==> src/rtl/receiver.sv <==
// ---------------------------------------------------------------------------
// receiver
//
// Serial frame receiver. The line is synchronous to Clk_S and carries one bit
// per cycle: idle 0, start bit 1, DATA_W payload bits LSB first, stop bit 0.
// A received word is offered to the consumer through a valid/ready holding
// register. The line is never back-pressured: a good frame that arrives while
// the holding register is full and not being drained is dropped and flagged.
//
// Parameters
//   DATA_W        payload bits per frame
//   CNT_W         bit-counter width, 2**CNT_W > DATA_W
//
// Ports
//   Clk_S         in   clock, all logic on its rising edge
//   Rst           in   synchronous active-high reset
//   S_Data        in   serial line
//   RX_Ready      in   consumer can accept a word
//   RX_Data       out  received payload (DATA_W bits)
//   RX_Data_Valid out  RX_Data holds an unconsumed word
//   Frame_Err     out  one-cycle pulse after a bad stop bit
//   Overrun       out  one-cycle pulse when a good frame is dropped
// ---------------------------------------------------------------------------
module receiver #(
   parameter int DATA_W = 55,
   parameter int CNT_W  = 6
) (
   input  logic              Clk_S,
   input  logic              Rst,
   input  logic              S_Data,
   input  logic              RX_Ready,
   output logic [DATA_W-1:0] RX_Data,
   output logic              RX_Data_Valid,
   output logic              Frame_Err,
   output logic              Overrun
);

   typedef enum logic [1:0] {
      StIdle,
      StData,
      StStop
   } state_t;

   localparam logic [CNT_W-1:0] LastIdx = CNT_W'(DATA_W - 1);

   state_t              r_state;
   logic [CNT_W-1:0]    r_cnt;
   logic [DATA_W-1:0]   r_shift;
   logic [DATA_W-1:0]   r_rx_data;
   logic                r_rx_valid;
   logic                r_frame_err;
   logic                r_overrun;

   state_t              w_state_nxt;
   logic [CNT_W-1:0]    w_cnt_nxt;
   logic [DATA_W-1:0]   w_shift_nxt;
   logic [DATA_W-1:0]   w_rx_data_nxt;
   logic                w_rx_valid_nxt;
   logic                w_good;
   logic                w_bad;
   logic                w_xfer;
   logic                w_load;

   // Frame state machine: next state, counter and shift register.
   always_comb begin
      w_state_nxt = r_state;
      w_cnt_nxt   = r_cnt;
      w_shift_nxt = r_shift;
      w_good      = 1'b0;
      w_bad       = 1'b0;
      case (r_state)
         StIdle: begin
            if (S_Data) begin
               w_state_nxt = StData;
               w_cnt_nxt   = '0;
            end
         end
         StData: begin
            // Counter past the last index can only come from corruption;
            // abandon the frame rather than write out of range.
            if (r_cnt > LastIdx) begin
               w_state_nxt = StIdle;
            end else begin
               w_shift_nxt[r_cnt] = S_Data;
               w_cnt_nxt          = r_cnt + 1'b1;
               if (r_cnt == LastIdx) begin
                  w_state_nxt = StStop;
               end
            end
         end
         StStop: begin
            w_state_nxt = StIdle;
            if (S_Data) begin
               w_bad = 1'b1;
            end else begin
               w_good = 1'b1;
            end
         end
         default: begin
            w_state_nxt = StIdle;
         end
      endcase
   end

   // Holding register: a good frame loads if the register is empty or is
   // being drained in the same cycle; otherwise it is dropped.
   always_comb begin
      w_xfer         = r_rx_valid & RX_Ready;
      w_load         = w_good & (~r_rx_valid | RX_Ready);
      w_rx_data_nxt  = r_rx_data;
      w_rx_valid_nxt = r_rx_valid;
      if (w_load) begin
         w_rx_data_nxt  = r_shift;
         w_rx_valid_nxt = 1'b1;
      end else if (w_xfer) begin
         w_rx_valid_nxt = 1'b0;
      end
   end

   always_ff @(posedge Clk_S) begin
      if (Rst) begin
         r_state     <= StIdle;
         r_cnt       <= '0;
         r_shift     <= '0;
         r_rx_data   <= '0;
         r_rx_valid  <= 1'b0;
         r_frame_err <= 1'b0;
         r_overrun   <= 1'b0;
      end else begin
         r_state     <= w_state_nxt;
         r_cnt       <= w_cnt_nxt;
         r_shift     <= w_shift_nxt;
         r_rx_data   <= w_rx_data_nxt;
         r_rx_valid  <= w_rx_valid_nxt;
         r_frame_err <= w_bad;
         r_overrun   <= w_good & r_rx_valid & ~RX_Ready;
      end
   end

   assign RX_Data       = r_rx_data;
   assign RX_Data_Valid = r_rx_valid;
   assign Frame_Err     = r_frame_err;
   assign Overrun       = r_overrun;

endmodule

==> config.mk <==
export PLATFORM = sky130hd
export DESIGN_NAME = receiver
export DESIGN_NICKNAME = d
export VERILOG_FILES = /design/src/rtl/receiver.sv
export SDC_FILE = /design/constraint.sdc
export NUM_CORES = 1
export LEC_CHECK = 0
export ABC_AREA = 1
export ABC_CLOCK_PERIOD_IN_PS = 3100
export CAP_MARGIN = 25
export CORE_UTILIZATION = 25
export DETAILED_ROUTE_END_ITERATION = 12
export GPL_ROUTABILITY_DRIVEN = 1
export PLACE_DENSITY_LB_ADDON = 0.25
export SLEW_MARGIN = 20
export SYNTH_ARGS = -nofsm -noshare
export SYNTH_HDL_FRONTEND = slang
export SYNTH_SLANG_ARGS = --single-unit
==> constraint.sdc <==
create_clock -name Clk_S -period 3.1 [get_ports Clk_S]
set_input_delay 0.465 -clock Clk_S [delete_from_list [all_inputs] [get_ports Clk_S]]
set_output_delay 0.465 -clock Clk_S [all_outputs]
set_load 0.005 [all_outputs]
======== Word level (Yosys, flattened, before mapping) ========
Index checks and enable logic that the tools add are counted.
cells by class
  shifts and indexed selects .............. 0
  eq/ne operators ......................... 6
  mux-type cells .......................... 15
  bitwise operators ....................... 9
  order comparisons ....................... 3
  multiply operators ...................... 0
  reduce and logical (&&, ||, !) cells .... 8
  divide/modulo/power cells ............... 0
  $add $sub $neg .......................... 1
operators with widths
  operator                                                               count
  55-bit bitwise mux                                                     1
  6-bit two-way mux                                                      2
  6-bit one-hot mux with 2 select lines                                  1
  6-bit by 7-bit < comparator with 1-bit output, second input constant   1
  6-bit by 1-bit adder with 6-bit output, second input constant          1
  1-bit demux with 6-bit select                                          1
  6-bit equality test, second input constant                             1
  6-bit by 1-bit >= comparator with 1-bit output, second input constant  1
  6-bit greater-than comparator, second input constant                   1
  1-bit two-way mux                                                      6
  2-bit two-way mux                                                      3
  1-bit AND                                                              4
  2-bit != test, second input constant                                   2
  1-bit NOT                                                              4
  2-bit one-hot mux with 2 select lines                                  1
  2-bit AND reduction                                                    2
  2-bit nonzero test                                                     2
  3-bit != test, second input constant                                   1
  3-bit AND reduction                                                    1
  2-bit by 1-bit equality test with 1-bit output, second input constant  1
  2-bit equality test, second input constant                             1
  2-bit logical NOT                                                      1
  2-bit OR reduction                                                     1
  1-bit logical AND                                                      1
  1-bit bitwise OR                                                       1
storage, ports and cells
  flip-flop bits (word level) ............. 121
  bits in latches ......................... 0
  bits in read-only memories .............. 0
  memories ................................ 0
  RAM bits ................................ 0
  logic and storage cells ................. 49

======== Depth between registers and ports, before layout ========
  depth in word-level cells ............... 5
  gate-level depth with buffers ........... 13
  gate-level depth less buffers ........... 10

======== Worst setup path after synthesis ========
Ideal clock, no wire load.
  path kind ............................... flip-flop to flip-flop
  from .................................... reg r_cnt[0]
  to ...................................... reg r_shift[47]
  cell stages (with the launch flop) ...... 14
  setup time .............................. 0.113 ns
  slack ................................... 1.408 ns
  data required time ...................... 2.987 ns
  clock period less this slack ............ 1.692 ns
  data arrival time ....................... 1.579 ns
  path buffers ............................ 3
  path through ............................ dfxtp_1 > clkbuf_1 > inv_1 > ha_1 > nand2_1 > inv_1 > nand3_1 > nand2_2 > buf_6 > buf_8 > nand2_1 > nand2_1 > nand2_1 > nor2_1
between the ends
  word-level cells in the longest chain between the ends .. 5
  elaborated cells between the ends (all ways) .. 9
  classes of those cells .................. order compare (3); mux (3); bitwise (1); reduce/logical (2)
RTL lines
  item                                                                                                                                   line  RTL
  start, declared                                                                                                                        47    logic [CNT_W-1:0] r_cnt;
  start signal, assigned                                                                                                                 131   r_cnt <= w_cnt_nxt;
  6-bit by 7-bit < comparator with 1-bit output (implied by the code) or 6-bit by 1-bit >= comparator with 1-bit output (tied branches)  84    w_shift_nxt[r_cnt] = S_Data;
  1-bit logical AND (implied by the code)                                                                                                84
  1-bit two-way mux (implied by the code)                                                                                                84
  1-bit demux with 6-bit select                                                                                                          84
  55-bit bitwise mux                                                                                                                     84
  end signal, assigned                                                                                                                   132   r_shift <= w_shift_nxt;
  end, declared                                                                                                                          48    logic [DATA_W-1:0] r_shift;
Parallel ways exist; a longest one is shown, timed or not.
A chain may end at the register's enable or synchronous reset.

======== Worst setup path after layout ========
  from .................................... reg r_cnt[0]
  to ...................................... reg r_cnt[0]
between the ends
  word-level cells in the longest chain between the ends .. 3
  elaborated cells between the ends (all ways) .. 6
  classes of those cells .................. add/sub (1); order compare (1); eq/ne (1); mux (2); reduce/logical (1)
RTL lines
  item                                                                                     line
  6-bit by 1-bit adder with 6-bit output or 6-bit greater-than comparator (tied branches)  85, 81
  6-bit two-way mux or 2-bit != test (tied branches)                                       --
  6-bit one-hot mux with 2 select lines or 3-bit AND reduction (tied branches)             --
Parallel ways exist; a longest one is shown, timed or not. The select of a mux whose other input is x is not followed.

==> flow_summary.ini <==
[run_status]
result_of_the_run = complete, no violations

[critical_path]
timing.critical_path.max_delay_family = simple AND/OR/NAND/NOR gates
worstSetupStartpointType = flip-flop
critical_path.endpoint_type = flip-flop
worst_r2r_endpoint = r_cnt[0]
worst_reg_to_reg_path_cell_count = 9
critPathMostFrequentCell = sky130_fd_sc_hd__nand2_1
timing.critical_path.cells = inv_1, ha_1, nand3_1, nand3_2, nand2_1, nand2_1, nand2_1, nand2_1, nor2_1
rrSetupSlack_ps = 1100
worst_path_largest_cell_delay_ps = 490
crit_arrival_ps = 2360
critical_path_peak_fanout = 16
critPathBufInv = 1
worst-path-stages = 9
critical_path_required_ps = 3460
r2r_start = r_cnt[0]
worstSetupEndpoint = r_cnt[0]
worst-setup-path-type = flip-flop to flip-flop
critical_path.startpoint = r_cnt[0]
critical_path.slowest_cell = sky130_fd_sc_hd__dfxtp_1

[power]
power_frac_clock_pct = 50.3
ir_drop_mv = 0.3315
power.density_nw_per_um2 = 532.7
cellLeakagePower_uw = 0.002582
switchingPower_uw = 761.2
power_switching_share_pct = 22.51
internal_power_uw = 2621
power_frac_comb_pct = 3.4
power.sequential.fraction_pct = 46.4

[synthesis]
synth_xor_xnor_area_share_pct = 0
ys_seq_area_share_pct = 47.94
synth_simple_gate_area_share_pct = 31.30
dominant_combinational_cell_family_by_area_after_synthesis = simple AND/OR/NAND/NOR gates
compound_gate_fraction_of_synth_area_pct = 11.84
yosys.area.top_type = sky130_fd_sc_hd__dfxtp_1
synth.most_common_cell = sky130_fd_sc_hd__nor2_1
dominantRegCellSynth = sky130_fd_sc_hd__dfxtp_1
synth_enable_flop_cells = 0
yosys_warnings = 0
synthTopCellsByArea = sky130_fd_sc_hd__dfxtp_1 (48%), sky130_fd_sc_hd__nor2_1 (13%), sky130_fd_sc_hd__nand2_1 (11%), sky130_fd_sc_hd__a21oi_1 (6.1%), sky130_fd_sc_hd__o21ai_0 (5.5%)
post_synth_cell_types = 23
post-synth-top-area-fraction_pct = 47.94
postSynthNetCount = 739
post_synth_instance_area_um2 = 5052
syn-mean-instance-area_um2 = 6.893
syn-instance-count = 733
yosys.area_share.adder_pct = 0.4953
asyncSetResetFlopFracSynth_pct = 0
postSynthRegisterBits = 121
synth.cells.most_frequent = sky130_fd_sc_hd__nor2_1 (173), sky130_fd_sc_hd__nand2_1 (147), sky130_fd_sc_hd__dfxtp_1 (121)
muxShareOfSynthArea_pct = 0

[finish]
layout_cells_sized_above_1_pct = 6.099
num-fill-cells = 2157
final_core_utilization_pct = 32.30
area_growth_syn_to_layout_pct = 25.66
ff_latch_area_um2 = 2422
multiInputGateArea_um2 = 2210
antenna_cells = 0
layout.nets = 784

[floorplan]
die_h_um = 144.2
effective_utilization_at_floorplan_pct = 25.71
design.portCount = 62
floorplan.die_area_um2 = 20780
rows = 51
core_um2 = 19650
die-width_um = 144.2

[timing]
skew_ps = 5.843
setup_viol = 0
hold_viol = 0
final.min_clock_period_ps = 2002
aggregate_negative_setup_slack_ps = 0
timing_max_transition_violations_final = 0
max_clock_freq_ghz = 0.4995
tightest_slew_ps = 614.1
min_period_over_period_pct = 64.58
slew-limit-headroom_pct = 59.06
grt_setup_unrepaired = false

[route]
post_drt_via_cell_ratio = 4.205
wl_per_cell_um = 12.14
drtPass1Iterations = 4
drt_iter0_drc = 318
via_count_of_the_routed_design = 4424
final_antenna_net_count = 0
detail_route.drc_violations = 0
routed_wl_um = 12770

[global_route]
grt_pass1_wl_um = 20670
aggregate_global_routing_overflow = 0
track_usage_pct = 13.10
grt_antenna_before_repair = 0
grt_start_max_net_pins = 98
grt_pass1_vias = 3951

[clock_network]
holdBufCountCts = 0
cts-buffers-inserted = 17
clock-sinks = 121
htree_levels = 4
cts.root.buffer_cell = sky130_fd_sc_hd__clkbuf_16
tritoncts = yes
clock_latency_ps = 420
cts_buffer_depth = 2
clk_pin_slew_worst_paths_ps = 50
post_cts_resized = 0
cts_post_setup_buffers_inserted = 0

[placement]
place_congestion = 0.8490
hpwl_um = 7990
port_buffers = 61

[flow_run]
drv_cap = 0

[worst_hold_path]
worst_hold_path_type = input pin to flip-flop
logic make-up (layout without fill, tap and decap cells):
family	count (synthesis)	in the layout
AOI/OAI and AO/OA	119	119
DFF	121	121
adders and majority gates	2	2
and+or+nand+nor	391	391
buffers and inverters	100	154
routing by layer:
metal / track usage [%] / vias up / routed length, um
li1: - / 2401 / -
met1: 18.22 / 1921 / 6449
met2: 18.69 / 85 / 5373
met3: 4.106 / 17 / 753
met4: 4.986 / 0 / 192
met5: 0 / - / 0
cells in the final DEF, fill, tap and decap left out, drive strengths merged:
cell / count
a21oi: 62
buf: 9
clkbuf: 23
clkdlybuf4s50: 60
clkinv: 5
dfxtp: 121
ha: 2
inv: 57
nand2: 156
nand3: 54
nand4: 2
nor2: 175
nor3: 2
nor3b: 1
nor4: 1
o211ai: 1
o21ai: 56
worst min-delay path, delay by kind of cell:
kind	cells	cell delay (ps)
buf+inv	2	160
simple gates	1	50
power groups by stage:
stage	clock network (uW)	registers [uW]	logic, uW
finish	1700	1570	114
CTS	1740	1570	117
detailed placement	0	1600	117
global placement	0	1600	117
global route	1820	1570	128
floorplan	0	1600	92.2
through the flow:
stage | worst slack, ps | cells | cell area, um^2 | total power, uW | hold slack (ps)
6_report | 1098 | 1052 | 6349 | 3382 | 304.8
3_5_place_dp | 1087 | 1024 | 5856 | 1717 | 441.8
2_1_floorplan | 1408 | 733 | 5052 | 1688 | 418.2
3_3_place_gp | 1143 | 1024 | 5856 | 1717 | 439.8
5_1_grt | 880.2 | 1052 | 6349 | 3511 | 329.6
4_1_cts | 1117 | 1052 | 6349 | 3422 | 291.3
worst min-delay path by stage:
stage,startpoint,to,slack (ps),depth (start not counted)
detailed placement,r_state[0],Frame_Err,440,1
floorplan,r_state[0],Frame_Err,420,1
CTS,S_Data,Frame_Err,290,3
finish,S_Data,Frame_Err,300,3
global placement,r_state[0],Frame_Err,440,1
global route,S_Data,Frame_Err,330,3
flip-flops by register name (all words and copies together), names as in the netlist:
name           flops
r_shift           55
r_cnt              6
RX_Data_Valid      1
Frame_Err          1
RX_Data           55
r_state            2
Overrun            1
final cells by class:
type | count | area share, %
sequential | 121 | 38.16
multi-input combinational | 512 | 34.80
timing repair buffer | 69 | 10.68
clock buffer | 23 | 7.371
tap | 265 | 5.223
inverter | 57 | 3.370
clock inverter | 5 | 0.3942
(Power assumes the default switching activity.)
